$ cat src/rtl/fetch_stage_pkg.sv
// Constants and types shared by the IF stage, the ID stage and the core top level.
package fetch_stage_pkg;

    localparam int          FS2DS_LEN  = 64;
    localparam int          BR_ZIP_LEN = 33;
    localparam logic [31:0] RESET_PC   = 32'h1c000000;

    typedef struct packed {
        logic        taken;
        logic [31:0] target;
    } br_zip_t;

endpackage

$ cat src/rtl/fetch_inst_buf.sv
// One-entry skid buffer that keeps the fetched instruction alive while ID stalls,
// since the SRAM only drives valid data in the cycle right after an enabled read.
module fetch_inst_buf (
    input  logic        clk,
    input  logic        resetn,
    input  logic        fs_valid_i,
    input  logic        fs_allowin_i,
    input  logic [31:0] rdata_i,
    output logic [31:0] fs_inst_o
);

    logic        buf_valid_q;
    logic        buf_valid_d;
    logic [31:0] buf_inst_q;
    logic [31:0] buf_inst_d;

    // Any cycle that frees IF also empties the buffer, which covers both handoff and redirect.
    always_comb begin
        buf_valid_d = buf_valid_q;
        buf_inst_d  = buf_inst_q;
        if (fs_allowin_i) begin
            buf_valid_d = 1'b0;
        end else if (fs_valid_i && !buf_valid_q) begin
            buf_valid_d = 1'b1;
            buf_inst_d  = rdata_i;
        end
    end

    always_ff @(posedge clk) begin
        if (!resetn) begin
            buf_valid_q <= 1'b0;
            buf_inst_q  <= 32'b0;
        end else begin
            buf_valid_q <= buf_valid_d;
            buf_inst_q  <= buf_inst_d;
        end
    end

    assign fs_inst_o = buf_valid_q ? buf_inst_q : rdata_i;

endmodule

$ cat src/rtl/fetch_stage.sv
// IF stage: generates the next PC, drives the instruction SRAM and offers {inst, pc} to ID,
// squashing the wrong-path instruction whenever ID returns a taken branch.
module fetch_stage
    import fetch_stage_pkg::*;
#(
    parameter logic [31:0] RESET_PC  = fetch_stage_pkg::RESET_PC,
    parameter int          FS2DS_LEN = fetch_stage_pkg::FS2DS_LEN
) (
    input  logic                 clk,
    input  logic                 resetn,
    output logic                 inst_sram_en,
    output logic [3:0]           inst_sram_we,
    output logic [31:0]          inst_sram_addr,
    output logic [31:0]          inst_sram_wdata,
    input  logic [31:0]          inst_sram_rdata,
    input  logic                 ds_allowin,
    input  logic [BR_ZIP_LEN-1:0] br_zip,
    output logic                 fs2ds_valid,
    output logic [FS2DS_LEN-1:0] fs2ds_bus
);

    localparam logic [31:0] PRE_RESET_PC = RESET_PC - 32'd4;
    localparam logic        FS_READY_GO  = 1'b1;

    br_zip_t     br;
    logic        to_fs_valid_q;
    logic        fs_valid_q;
    logic        fs_valid_d;
    logic [31:0] fs_pc_q;
    logic [31:0] fs_pc_d;
    logic [31:0] nextpc;
    logic        fs_allowin;
    logic [31:0] fs_inst;

    assign br     = br_zip;
    assign nextpc = br.taken ? br.target : fs_pc_q + 32'd4;

    // A redirect always frees IF so the target is fetched even while ID is stalled.
    assign fs_allowin = ~fs_valid_q | (FS_READY_GO & ds_allowin) | br.taken;

    always_comb begin
        fs_valid_d = fs_valid_q;
        fs_pc_d    = fs_pc_q;
        if (fs_allowin) begin
            fs_valid_d = to_fs_valid_q;
            if (to_fs_valid_q) begin
                fs_pc_d = nextpc;
            end
        end
    end

    always_ff @(posedge clk) begin
        if (!resetn) begin
            to_fs_valid_q <= 1'b0;
            fs_valid_q    <= 1'b0;
            fs_pc_q       <= PRE_RESET_PC;
        end else begin
            to_fs_valid_q <= 1'b1;
            fs_valid_q    <= fs_valid_d;
            fs_pc_q       <= fs_pc_d;
        end
    end

    fetch_inst_buf u_inst_buf (
        .clk          (clk),
        .resetn       (resetn),
        .fs_valid_i   (fs_valid_q),
        .fs_allowin_i (fs_allowin),
        .rdata_i      (inst_sram_rdata),
        .fs_inst_o    (fs_inst)
    );

    // Outputs are forced quiet during the reset cycle itself, before the registers clear.
    assign inst_sram_en    = resetn & to_fs_valid_q & fs_allowin;
    assign inst_sram_we    = 4'b0;
    assign inst_sram_addr  = nextpc;
    assign inst_sram_wdata = 32'b0;

    assign fs2ds_valid = resetn & fs_valid_q & ~br.taken;
    assign fs2ds_bus   = {fs_inst, fs_pc_q};

endmodule

$ cat config.mk
export PLATFORM = sky130hd
export DESIGN_NAME = fetch_stage
export DESIGN_NICKNAME = d
export VERILOG_FILES = /design/src/rtl/fetch_stage_pkg.sv /design/src/rtl/fetch_inst_buf.sv /design/src/rtl/fetch_stage.sv
export SDC_FILE = /design/constraint.sdc
export NUM_CORES = 1
export LEC_CHECK = 0
export CAP_MARGIN = 20
export CORE_UTILIZATION = 38
export DETAILED_ROUTE_END_ITERATION = 8
export PLACE_DENSITY = 0.78
export SYNTH_ARGS = -nofsm -noshare
export SYNTH_HDL_FRONTEND = slang
export SYNTH_SLANG_ARGS = --single-unit
export TNS_END_PERCENT = 1
$ cat constraint.sdc
create_clock -name clk -period 2.3 [get_ports clk]
set_input_delay 0.46 -clock clk [delete_from_list [all_inputs] [get_ports clk]]
set_output_delay 0.46 -clock clk [all_outputs]
set_load 0.01 [all_outputs]
== Yosys cells after proc, flatten, opt, wreduce, memory -nomap -nowiden ==
Cells that the tools add are included.

* Add/sub/neg operators: 1
* Muxes and demuxes: 3
* Bitwise logic cells: 10
* Reduce and logical (&&, ||, !) cells: 5

{| class="wikitable"
|+ Operator list
! kind !! count
|-
| two-way mux 32 bit || 2
|-
| adder 32 x 3 -> 32 bit (second input constant) || 1
|-
| bitwise AND 1 bit || 4
|-
| NOT 1 bit || 4
|-
| AND reduction 2 bit || 2
|-
| bitwise OR 1 bit || 2
|-
| OR reduction 2 bit || 1
|-
| logical AND 1 bit || 1
|-
| zero test 1 bit || 1
|-
| two-way mux 1 bit || 1
|}

* Register bits: 67
* Bits of input ports: 68
* Output and inout port bits: 134
* Logic and storage cells: 24

== Logic depth before layout (Yosys ltp) ==
Gate-level depths: netlist of run 1.

* Depth in word-level cells: 5
* Gate-level depth with buffers: 7
* Gate-level depth less buffers: 6

== Modules after synthesis ==
Synthesis of run 1 repeated with hierarchy kept, for this count alone.

* Cell total of the unflattened synthesis: 591
* Area, all modules: 4735.8 sq um

{| class="wikitable"
|+ Modules (own cells, without submodules)
! module !! instances !! cells an instance !! area each (sq um) !! seq. area each (sq um)
|-
| fetch_stage || 1 || 412 || 3000.4 || 680.7
|-
| fetch_inst_buf || 1 || 179 || 1735.4 || 660.6
|}

== Worst setup path before layout of run 1 ==
Ideal clock, no wire load.

* Path kind: reg-to-output
* Start: reg fs_pc_q[2]
* End: out inst_sram_addr[18]
* Data arrival time: 1.968 ns
* Data required time: 1.840 ns
* Path slack: -0.128 ns
* Cell stages (with the launch flop): 8
* Buffers on the path: 1
* Cell sequence: dfxtp_1 -> ha_1 -> nand2_1 -> or4_1 -> buf_6 -> nor2_1 -> xnor2_1 -> a21boi_0

* Cells in the longest elaborated chain, start to end: 2

{| class="wikitable"
|+ Ends and longest elaborated chain
! what !! RTL line !! RTL
|-
| start: declaration || fetch_stage.sv:29 || <nowiki>logic [31:0] fs_pc_q;</nowiki>
|-
| start signal: assignment || fetch_stage.sv:60 || <nowiki>fs_pc_q <= fs_pc_d;</nowiki>
|-
| adder 32 x 3 -> 32 bit || fetch_stage.sv:36 || <nowiki>assign nextpc = br.taken ? br.target : fs_pc_q + 32'd4;</nowiki>
|-
| two-way mux 32 bit || fetch_stage.sv:36 ||
|-
| end: declaration || fetch_stage.sv:13 || <nowiki>output logic [31:0] inst_sram_addr,</nowiki>
|}

No other way between the ends.

== Worst setup path after layout of run 1 ==
* Start: reg fs_pc_q[2]
* End: out inst_sram_addr[20]

Same word-level chain as after synthesis.

==> results_tabular.tex, run 1 <==
\begin{tabular}{lr}
\hline
Metric & Value \\
\hline
\multicolumn{2}{l}{\textbf{Synth}} \\
\quad Number of flops mapped to enable cells by yosys & 0 \\
\quad Seq cells post-synth & 67 \\
\quad Cells after synthesis & about 560 \\
\quad Synthesized area per cell & 7.67 sq um \\
\quad Most frequently used cell type in the post-synthesis netlist & sky130\_fd\_sc\_hd\_\_nand2\_1 \\
\quad Synth unique cells & 57 \\
\quad Most frequently used flop master after synthesis & sky130\_fd\_sc\_hd\_\_dfxtp\_1 \\
\quad Top cells by count, synth & sky130\_fd\_sc\_hd\_\_nand2\_1 (111), sky130\_fd\_sc\_hd\_\_dfxtp\_1 (67), sky130\_fd\_sc\_hd\_\_a21oi\_1 (43) \\
\quad Mapped Area & $\sim$4300 sq um \\
\quad Proportion of synthesized chip area in sequential cells & 0.315 \\
\quad Cell type with the largest total area after synthesis & sky130\_fd\_sc\_hd\_\_dfxtp\_1 \\
\quad Synth top area cells & sky130\_fd\_sc\_hd\_\_dfxtp\_1 (31\%), sky130\_fd\_sc\_hd\_\_nand2\_1 (9.8\%), sky130\_fd\_sc\_hd\_\_mux2\_2 (9.8\%) \\
\quad Area share of the largest cell type after synthesis & 0.315 \\
\quad Number of warning messages in the yosys log & 0 \\
\quad Post-synth ARST share & 0 \\
\multicolumn{2}{l}{\textbf{Timing}} \\
\quad Post-route minimum period & 2.51 ns \\
\quad Period utilization & 1.09 \\
\quad Slack of the critical path & -0.206 ns \\
\quad Final Hold Violating Endpoints & 0 \\
\quad Peak Freq & roughly 400 MHz \\
\quad Hold Worst Slack & between 0.4 and 0.5 ns \\
\quad Max Clock Skew & roughly 0.01 ns \\
\quad Finish-stage setup viols & 15 \\
\quad Max-slew violation count & 0 \\
\quad Setup repair after global routing missed its margin & yes \\
\multicolumn{2}{l}{\textbf{Cells and area}} \\
\quad Fillcell total & between 900 and 1000 \\
\quad Net total in the final layout & 840 \\
\quad Count of non-filler cells in the finished layout & a little over 900 \\
\quad Final core utilization & 0.630 \\
\quad Area added between synthesis and finish & 61.1\% \\
\quad Fraction of final layout cells sized beyond drive strength 1 & 0.276 \\
\multicolumn{2}{l}{\textbf{Hold path}} \\
\quad Worst hold path startpoint & u\_inst\_buf.buf\_inst\_q[16]\$\_SDFFE\_PN0P\_ \\
\quad Worst hold path type & reg2reg \\
\multicolumn{2}{l}{\textbf{Setup path}} \\
\quad Minimum setup slack among reg-to-reg paths & between 0.3 and 0.4 ns \\
\quad Critical Path, Cell by Cell & ha\_2 -> nand2\_1 -> or4\_4 -> buf\_6 -> nor3\_4 -> xnor2\_1 -> a21oi\_2 -> buf\_2 \\
\quad Startpoint of the most critical setup path & fs\_pc\_q[2]\$\_SDFFE\_PN1P\_ \\
\quad Reg2reg start & fs\_pc\_q[2]\$\_SDFFE\_PN1P\_ \\
\quad Crit. End Element & output pin \\
\quad Critical path's largest stage delay & about 0.48 ns \\
\quad Worst Path Required & 1.84 ns \\
\quad Critical-path cell with the highest stage delay & sky130\_fd\_sc\_hd\_\_or4\_4 \\
\quad Levels on crit path & 8 \\
\quad Maximum fanout along the worst path & 6 \\
\quad Worst Setup Start Kind & register \\
\quad Worst r2r dst & fs\_pc\_q[30]\$\_SDFFE\_PN0P\_ \\
\quad Worst path arrival time & 2.05 ns \\
\quad Buffers \& Inverters on Critical Path & 2 \\
\quad Family with the most delay on the worst path & simple AND/OR/NAND/NOR gates \\
\quad Worst Path Class, Setup & reg2out \\
\quad Critical path capture point & inst\_sram\_addr[20] \\
\quad Number of cell instances on the worst register-to-register path & 8 \\
\multicolumn{2}{l}{\textbf{Pwr}} \\
\quad Max IR drop VDD & between 0.2 and 0.3 mV \\
\quad Net load switching power & roughly 1.1 mW \\
\quad Design Power & about 3.6 mW \\
\quad Switch share & 0.311 \\
\quad Gate power share & 0.347 \\
\quad Power per unit of standard cell area & approximately 530 nW/um\^{}2 \\
\quad Leakage & approximately 2.8 nW \\
\quad Internal power of the cells & 2.50 mW \\
\quad Clock Power Share & 0.305 \\
\quad Sequential cell fraction of total power & 0.348 \\
\multicolumn{2}{l}{\textbf{Clock network}} \\
\quad Hold buffer count at cts & 0 \\
\quad Clk Tree Root Cell & sky130\_fd\_sc\_hd\_\_clkbuf\_8 \\
\quad Number of clock sinks & 67 \\
\quad Depth of the CTS H-tree & 3 \\
\quad Worst-path clk slew & around 0.070 ns \\
\quad Clock tree from TritonCTS & done \\
\quad Clock Latency Late Sink & $\sim$0.33 ns \\
\quad Num CTS Buffers & 9 \\
\quad Clock Path Buffers & 2 \\
\multicolumn{2}{l}{\textbf{Floorplanning}} \\
\quad Core Box Area & 10900 sq um \\
\quad Ports placed on the boundary & 202 \\
\quad Height of the chip & $\sim$110 um \\
\quad Die boundary width & around 110 um \\
\quad Core Rows & 38 \\
\quad Die area & 11600 sq um \\
\quad Effective utilization at floorplan & 0.391 \\
\multicolumn{2}{l}{\textbf{Run status}} \\
\quad Outcome & finished with violations \\
\quad Violated checks & DRC, setup timing \\
\multicolumn{2}{l}{\textbf{Job}} \\
\quad Reported max-cap violation count & 0 \\
\multicolumn{2}{l}{\textbf{Global route}} \\
\quad Number of antenna violations at the first check in global routing & 1 \\
\quad Final global-route overflow total & 0 \\
\quad First-pass GRT wire length & $\sim$22 mm \\
\quad Met2 usage & 0.411 \\
\quad Met1 Usage GRT & 0.284 \\
\quad Met3 Track Usage GR & 0.0333 \\
\quad Global Route Usage Sum & 0.233 \\
\quad Number of global-route vias before repair & between 4000 and 5000 \\
\quad Pin count of the biggest net entering global routing & 44 \\
\quad Grt peak-use layer & met2 \\
\multicolumn{2}{l}{\textbf{Drt}} \\
\quad Remaining antenna violation count & 0 \\
\quad Drt wl/cell & 15.0 um \\
\quad Final wirelength & $\sim$14 mm \\
\quad Violation count after the first detailed-route iteration & a little under 300 \\
\quad DR vias & between 4000 and 5000 \\
\quad Pre-Repair DR Iteration Count & 7 \\
\quad Ratio of routed vias to standard cells & between 5 and 6 \\
\quad Post-detailed-route DRC marker count & 1 \\
\multicolumn{2}{l}{\textbf{Placed design}} \\
\quad Placed Cells incl. Taps & 893 \\
\quad Pre-CTS setup slack & -0.376 ns \\
\quad I/O Buffers & $\sim$170 \\
\quad Gp weighted congestion & 0.854 \\
\quad Sum of net half-perimeters after detailed placement & 9.80 mm \\
\hline
\end{tabular}
## flip-flops by register name, summed over array words and instances (netlist names)
register,count
to_fs_valid_q,1
fs_pc_q,32
u_inst_buf.buf_valid_q,1
fs_valid_q,1
u_inst_buf.buf_inst_q,32
## layout make-up
class	instances	area, sq um	area share
sequential	67	1360	0.198
clock buffer	10	138	0.0201
clock inverter	6	88.8	0.0129
antenna	1	2.50	0.000365
tap	140	175	0.0255
inverter	15	56.3	0.00821
timing repair buffer	245	2260	0.329
multi-input combinational	433	2780	0.405
## cells by family (layout without fill, tap and decap cells)
logic type | count (synthesis) | in the layout | synth area share
other | 1 | 37 | 0.000880
and+or+nand+nor | 213 | 214 | 0.244
muxes | 38 | 38 | 0.100
xor gates and xnor gates | 25 | 25 | 0.0514
buffers and inverters | 91 | 276 | 0.117
DFF | 67 | 67 | 0.315
adders and majority gates | 1 | 1 | 0.00294
AOI/OAI and AO/OA | 119 | 119 | 0.169
## tightest hold or removal path, stage by stage, from the launching register on
cell                      delay (ns)
sky130_fd_sc_hd__dfxtp_1        0.31
sky130_fd_sc_hd__nand2_1        0.05
sky130_fd_sc_hd__a21oi_1        0.05
## stage by stage
stage          setup TNS [ns]  cell area (sq um)
2_1_floorplan               0               4400
3_3_place_gp            -4.78               6440
3_5_place_dp            -5.52               6440
4_1_cts                 -2.33               6830
5_1_grt                 -3.49               6860
6_report                -1.72               6860
## what timing repair did
item | in CTS | in global routing
buffers inserted | 5 | 1
setup endpoints to repair | 31 | 29
resized for setup | 139 | 28
pin swaps | 16 | 5
cloned | 1 | 0
## power groups by stage
stage | Clock, mW | Sequential, mW | Combinational, mW
after floorplan | 0 | 1.32 | 0.539
after detailed placement | 0 | 1.28 | 1.17
final | 1.10 | 1.26 | 1.26
after CTS | 1.14 | 1.26 | 1.24
after global placement | 0 | 1.28 | 1.15
after global routing | 1.18 | 1.27 | 1.35
## routing by layer
layer	up-vias	share of wire
met5	-	0
met4	0	0.018
met3	22	0.060
met2	188	0.52
met1	2265	0.40
li1	2297	-
## cell usage in the layout (no fill, tap or decap), types with 4 or more instances in the layout
cell	synthesis	final
sky130_fd_sc_hd__a21oi_1	43	42
sky130_fd_sc_hd__a31oi_1	5	4
sky130_fd_sc_hd__a32oi_1	8	8
sky130_fd_sc_hd__and2_1	4	4
sky130_fd_sc_hd__buf_12	0	8
sky130_fd_sc_hd__buf_2	5	16
sky130_fd_sc_hd__buf_4	36	71
sky130_fd_sc_hd__clkbuf_2	0	4
sky130_fd_sc_hd__clkbuf_8	0	10
sky130_fd_sc_hd__clkdlybuf4s50_1	0	131
sky130_fd_sc_hd__conb_1	1	36
sky130_fd_sc_hd__dfxtp_1	67	56
sky130_fd_sc_hd__dfxtp_2	0	9
sky130_fd_sc_hd__dlygate4sd2_1	0	7
sky130_fd_sc_hd__dlymetal6s2s_1	0	4
sky130_fd_sc_hd__inv_1	13	13
sky130_fd_sc_hd__mux2_2	37	37
sky130_fd_sc_hd__nand2_1	111	109
sky130_fd_sc_hd__nand2b_1	5	5
sky130_fd_sc_hd__nand3_1	19	16
sky130_fd_sc_hd__nand4_1	9	9
sky130_fd_sc_hd__nor2_1	17	11
sky130_fd_sc_hd__nor3_1	19	8
sky130_fd_sc_hd__nor3_4	1	9
sky130_fd_sc_hd__o21ai_0	34	25
sky130_fd_sc_hd__o21ai_1	1	8
sky130_fd_sc_hd__o31ai_1	4	4
sky130_fd_sc_hd__xnor2_1	20	20
sky130_fd_sc_hd__xor2_1	5	5
## worst min-delay path by stage
| stage | to | slack [ns] | cells after the start |
|---|---|---|---|
| global route | u_inst_buf.buf_inst_q[11]$_SDFFE_PN0P_ | 0.48 | 2 |
| detailed placement | u_inst_buf.buf_inst_q[2]$_SDFFE_PN0P_ | 0.45 | 2 |
| CTS | u_inst_buf.buf_inst_q[2]$_SDFFE_PN0P_ | 0.46 | 2 |
| finish | u_inst_buf.buf_inst_q[16]$_SDFFE_PN0P_ | 0.46 | 2 |
| floorplan | u_inst_buf.buf_inst_q[0]$_SDFFE_PN0P_ | 0.43 | 2 |
| global placement | u_inst_buf.buf_inst_q[0]$_SDFFE_PN0P_ | 0.44 | 2 |
Note: power is estimated with default switching activity, not from simulation.
==> inputs of run 2 (changes only) <==
- CAP_MARGIN: 20 -> default
- CTS_CLUSTER_DIAMETER: default -> 150
==> results of run 2 <==
No change in the layout: final DEF, timing and power equal those of run 1.
==> inputs of run 3 (changes only) <==
- CORE_MARGIN: default -> 2
==> run 3 against run 2 <==
  * The run ends with setup timing left
  * Register-to-register slack lost 0.65 ns
  * Sequential share of layout area shrank 0.39 points
  * Critical path depth is the same
  * Total power grew 1.0%
  * Final area grew 2.4%
  * Wire length grew 7.6%
  * Largest cell class unchanged
==> results_tabular.tex, run 3 (same netlist as run 1, synthesis figures left out) <==
\begin{tabular}{lr}
\hline
Metric & Value \\
\hline
\multicolumn{2}{l}{\textbf{Timing}} \\
\quad Final Hold Violating Endpoints & 0 \\
\quad Peak Freq & between 300 and 400 MHz \\
\quad Setup total negative slack & -2.54 ns \\
\quad Period utilization & 1.12 \\
\quad Max-slew violation count & 0 \\
\quad Slack of the critical path & -0.274 ns \\
\quad Setup repair after global routing missed its margin & yes \\
\quad Finish-stage setup viols & 17 \\
\quad Post-route minimum period & about 2.6 ns \\
\quad Max Clock Skew & between 0.005 and 0.006 ns \\
\multicolumn{2}{l}{\textbf{Placed design}} \\
\quad Sum of net half-perimeters after detailed placement & approximately 10 mm \\
\quad Pre-CTS setup slack & -0.376 ns \\
\quad DP Area & approximately 6500 sq um \\
\quad I/O Buffers & about 170 \\
\quad Gp weighted congestion & 0.904 \\
\multicolumn{2}{l}{\textbf{Clock network}} \\
\quad Num CTS Buffers & 9 \\
\quad Clk Tree Root Cell & sky130\_fd\_sc\_hd\_\_clkbuf\_8 \\
\quad Hold buffer count at cts & 0 \\
\quad Clock Path Buffers & 2 \\
\quad Clock tree from TritonCTS & done \\
\quad Depth of the CTS H-tree & 3 \\
\quad Worst-path clk slew & 0.08 ns \\
\quad Number of clock sinks & 67 \\
\quad Clock Latency Late Sink & between 0.3 and 0.4 ns \\
\multicolumn{2}{l}{\textbf{Cells and area}} \\
\quad Final core utilization & 0.645 \\
\quad Fraction of final layout cells sized beyond drive strength 1 & 0.298 \\
\quad Fillcell total & $\sim$890 \\
\quad Largest registers & fs\_pc\_q x32, u\_inst\_buf.buf\_inst\_q x32 \\
\quad Commonest non-fill, non-tap cell in the layout & sky130\_fd\_sc\_hd\_\_clkdlybuf4s50\_1 \\
\quad Design area & about 7000 sq um \\
\quad Commonest non-fill, non-tap cells in the layout & sky130\_fd\_sc\_hd\_\_clkdlybuf4s50\_1 (135), sky130\_fd\_sc\_hd\_\_nand2\_1 (109), sky130\_fd\_sc\_hd\_\_buf\_4 (77), sky130\_fd\_sc\_hd\_\_dfxtp\_1 (54), sky130\_fd\_sc\_hd\_\_a21oi\_1 (42) \\
\quad Net total in the final layout & between 800 and 900 \\
\quad Inserted Diodes & 0 \\
\quad Area added between synthesis and finish & 64.9\% \\
\multicolumn{2}{l}{\textbf{Setup path}} \\
\quad Worst r2r dst & fs\_pc\_q[20]\$\_SDFFE\_PN1P\_ \\
\quad Critical Path, Cell by Cell & ha\_4 -> nand2\_2 -> or4\_4 -> buf\_8 -> nor3\_4 -> xnor2\_2 -> a21oi\_2 -> buf\_2 \\
\quad Critical-path cell with the highest stage delay & sky130\_fd\_sc\_hd\_\_or4\_4 \\
\quad Family with the most delay on the worst path & simple AND/OR/NAND/NOR gates \\
\quad Maximum fanout along the worst path & 6 \\
\quad Worst Path Required & approximately 1.8 ns \\
\quad Number of cell instances on the worst register-to-register path & 16 \\
\quad Reg2reg start & fs\_pc\_q[2]\$\_SDFFE\_PN1P\_ \\
\quad Minimum setup slack among reg-to-reg paths & -0.26 ns \\
\quad Worst Path Class, Setup & reg2out \\
\quad Worst path arrival time & between 2 and 2.5 ns \\
\quad Critical path's largest stage delay & roughly 0.54 ns \\
\quad Buffers \& Inverters on Critical Path & 2 \\
\quad Worst Setup Start Kind & register \\
\quad Crit. End Element & output pin \\
\multicolumn{2}{l}{\textbf{Pwr}} \\
\quad Leakage & 2.87 nW \\
\quad Max IR drop VDD & between 0.3 and 0.4 mV \\
\quad Power per unit of standard cell area & $\sim$520 nW/um\^{}2 \\
\multicolumn{2}{l}{\textbf{Floorplanning}} \\
\quad Effective utilization at floorplan & 0.391 \\
\quad Die boundary width & roughly 110 um \\
\quad Core Box Area & approximately 11000 sq um \\
\quad Ports placed on the boundary & approximately 200 \\
\quad Core Rows & 38 \\
\quad Die area & between 10000 and 15000 sq um \\
\quad Height of the chip & 110 um \\
\multicolumn{2}{l}{\textbf{Hold path}} \\
\quad Cell count of the worst hold path & 2 \\
\quad Worst hold path startpoint & u\_inst\_buf.buf\_inst\_q[2]\$\_SDFFE\_PN0P\_ \\
\quad Endpoint, Worst Hold & u\_inst\_buf.buf\_inst\_q[2]\$\_SDFFE\_PN0P\_ \\
\quad Worst hold path type & reg2reg \\
\multicolumn{2}{l}{\textbf{Global route}} \\
\quad Number of antenna violations at the first check in global routing & 0 \\
\quad First-pass GRT wire length & roughly 23 mm \\
\quad Pin count of the biggest net entering global routing & 44 \\
\quad Final global-route overflow total & 0 \\
\quad Number of global-route vias before repair & $\sim$4800 \\
\quad Global Route Usage Sum & 0.239 \\
\multicolumn{2}{l}{\textbf{Drt}} \\
\quad DR vias & between 4000 and 5000 \\
\quad Ratio of routed vias to standard cells & $\sim$5.2 \\
\quad Violation count after the first detailed-route iteration & slightly above 300 \\
\quad Pre-Repair DR Iteration Count & 5 \\
\quad Final wirelength & about 15 mm \\
\quad Remaining antenna violation count & 0 \\
\quad Drt wl/cell & approximately 16 um \\
\quad Post-detailed-route DRC marker count & 0 \\
\multicolumn{2}{l}{\textbf{Run status}} \\
\quad Violated checks & setup timing \\
\quad Outcome & finished with violations \\
\multicolumn{2}{l}{\textbf{Job}} \\
\quad Reported max-cap violation count & 0 \\
\hline
\end{tabular}
[run 3: cell type report]
cell class                 instances  area, sq um  share of cell area
multi-input combinational        432         2810               0.400
inverter                          15         56.3             0.00802
clock buffer                      10          128              0.0182
tap                              140          175              0.0249
sequential                        67         1370               0.194
timing repair buffer             262         2400               0.342
clock inverter                     6         90.1              0.0128
[run 3: metal layers]
layer	routed length, um	vias to the layer above	part of all wire	GRT usage
li1	-	2328	-	-
met1	5830	2293	0.39	0.276
met2	7570	195	0.51	0.434
met3	953	37	0.065	0.0474
met4	414	0	0.028	0.0859
met5	0	-	0	0
[run 3: worst max path at each step]
| stage | start | to | cells past startpoint |
|---|---|---|---|
| 3_5_place_dp | fs_pc_q[2]$_SDFFE_PN1P_ | inst_sram_addr[31] | 8 |
| 5_1_grt | fs_pc_q[2]$_SDFFE_PN1P_ | inst_sram_addr[20] | 8 |
| 3_3_place_gp | fs_pc_q[5]$_SDFFE_PN1P_ | inst_sram_addr[28] | 7 |
| 2_1_floorplan | fs_pc_q[5]$_SDFFE_PN1P_ | inst_sram_addr[20] | 6 |
| 4_1_cts | fs_pc_q[2]$_SDFFE_PN1P_ | inst_sram_addr[20] | 8 |
| 6_report | fs_pc_q[2]$_SDFFE_PN1P_ | inst_sram_addr[20] | 8 |
[run 3: metrics by stage]
stage / hold slack, ns / cells / power [mW]
after floorplan: 0.433 / 590 / 1.86
after global placement: 0.439 / 903 / 2.45
after detailed placement: 0.445 / 903 / 2.47
after CTS: 0.456 / 932 / 3.65
after global routing: 0.481 / 932 / 3.84
final: 0.454 / 932 / 3.66
[run 3: where the power goes]
| group | switching, mW | total (mW) | leakage [nW] | internal, mW |
|---|---|---|---|---|
| Combinational | 0.630 | 1.30 | 2.22 | 0.668 |
| Sequential | 0.0471 | 1.27 | 0.545 | 1.22 |
| Clock | 0.485 | 1.10 | 0.106 | 0.613 |
[run 3: worst register-to-register path, stage by stage (launching register included)]
cell                      delay, ns
sky130_fd_sc_hd__dfxtp_2       0.36
sky130_fd_sc_hd__ha_4          0.14
sky130_fd_sc_hd__nand2_2       0.05
sky130_fd_sc_hd__or4_4         0.54
sky130_fd_sc_hd__buf_8         0.16
sky130_fd_sc_hd__nor3_4        0.17
sky130_fd_sc_hd__buf_4         0.16
sky130_fd_sc_hd__buf_6         0.08
sky130_fd_sc_hd__buf_6         0.08
sky130_fd_sc_hd__buf_6         0.09
sky130_fd_sc_hd__buf_6         0.08
sky130_fd_sc_hd__buf_6         0.08
sky130_fd_sc_hd__buf_6         0.08
sky130_fd_sc_hd__buf_6         0.08
sky130_fd_sc_hd__buf_6         0.09
sky130_fd_sc_hd__a31o_4        0.13
sky130_fd_sc_hd__a32oi_1       0.04
[run 3: repair_timing]
| action | CTS | global route |
|---|---|---|
| gates resized for setup | 171 | 19 |
| setup endpoints to repair | 29 | 27 |
| pin swaps | 27 | 9 |
| buffers inserted | 14 | 0 |
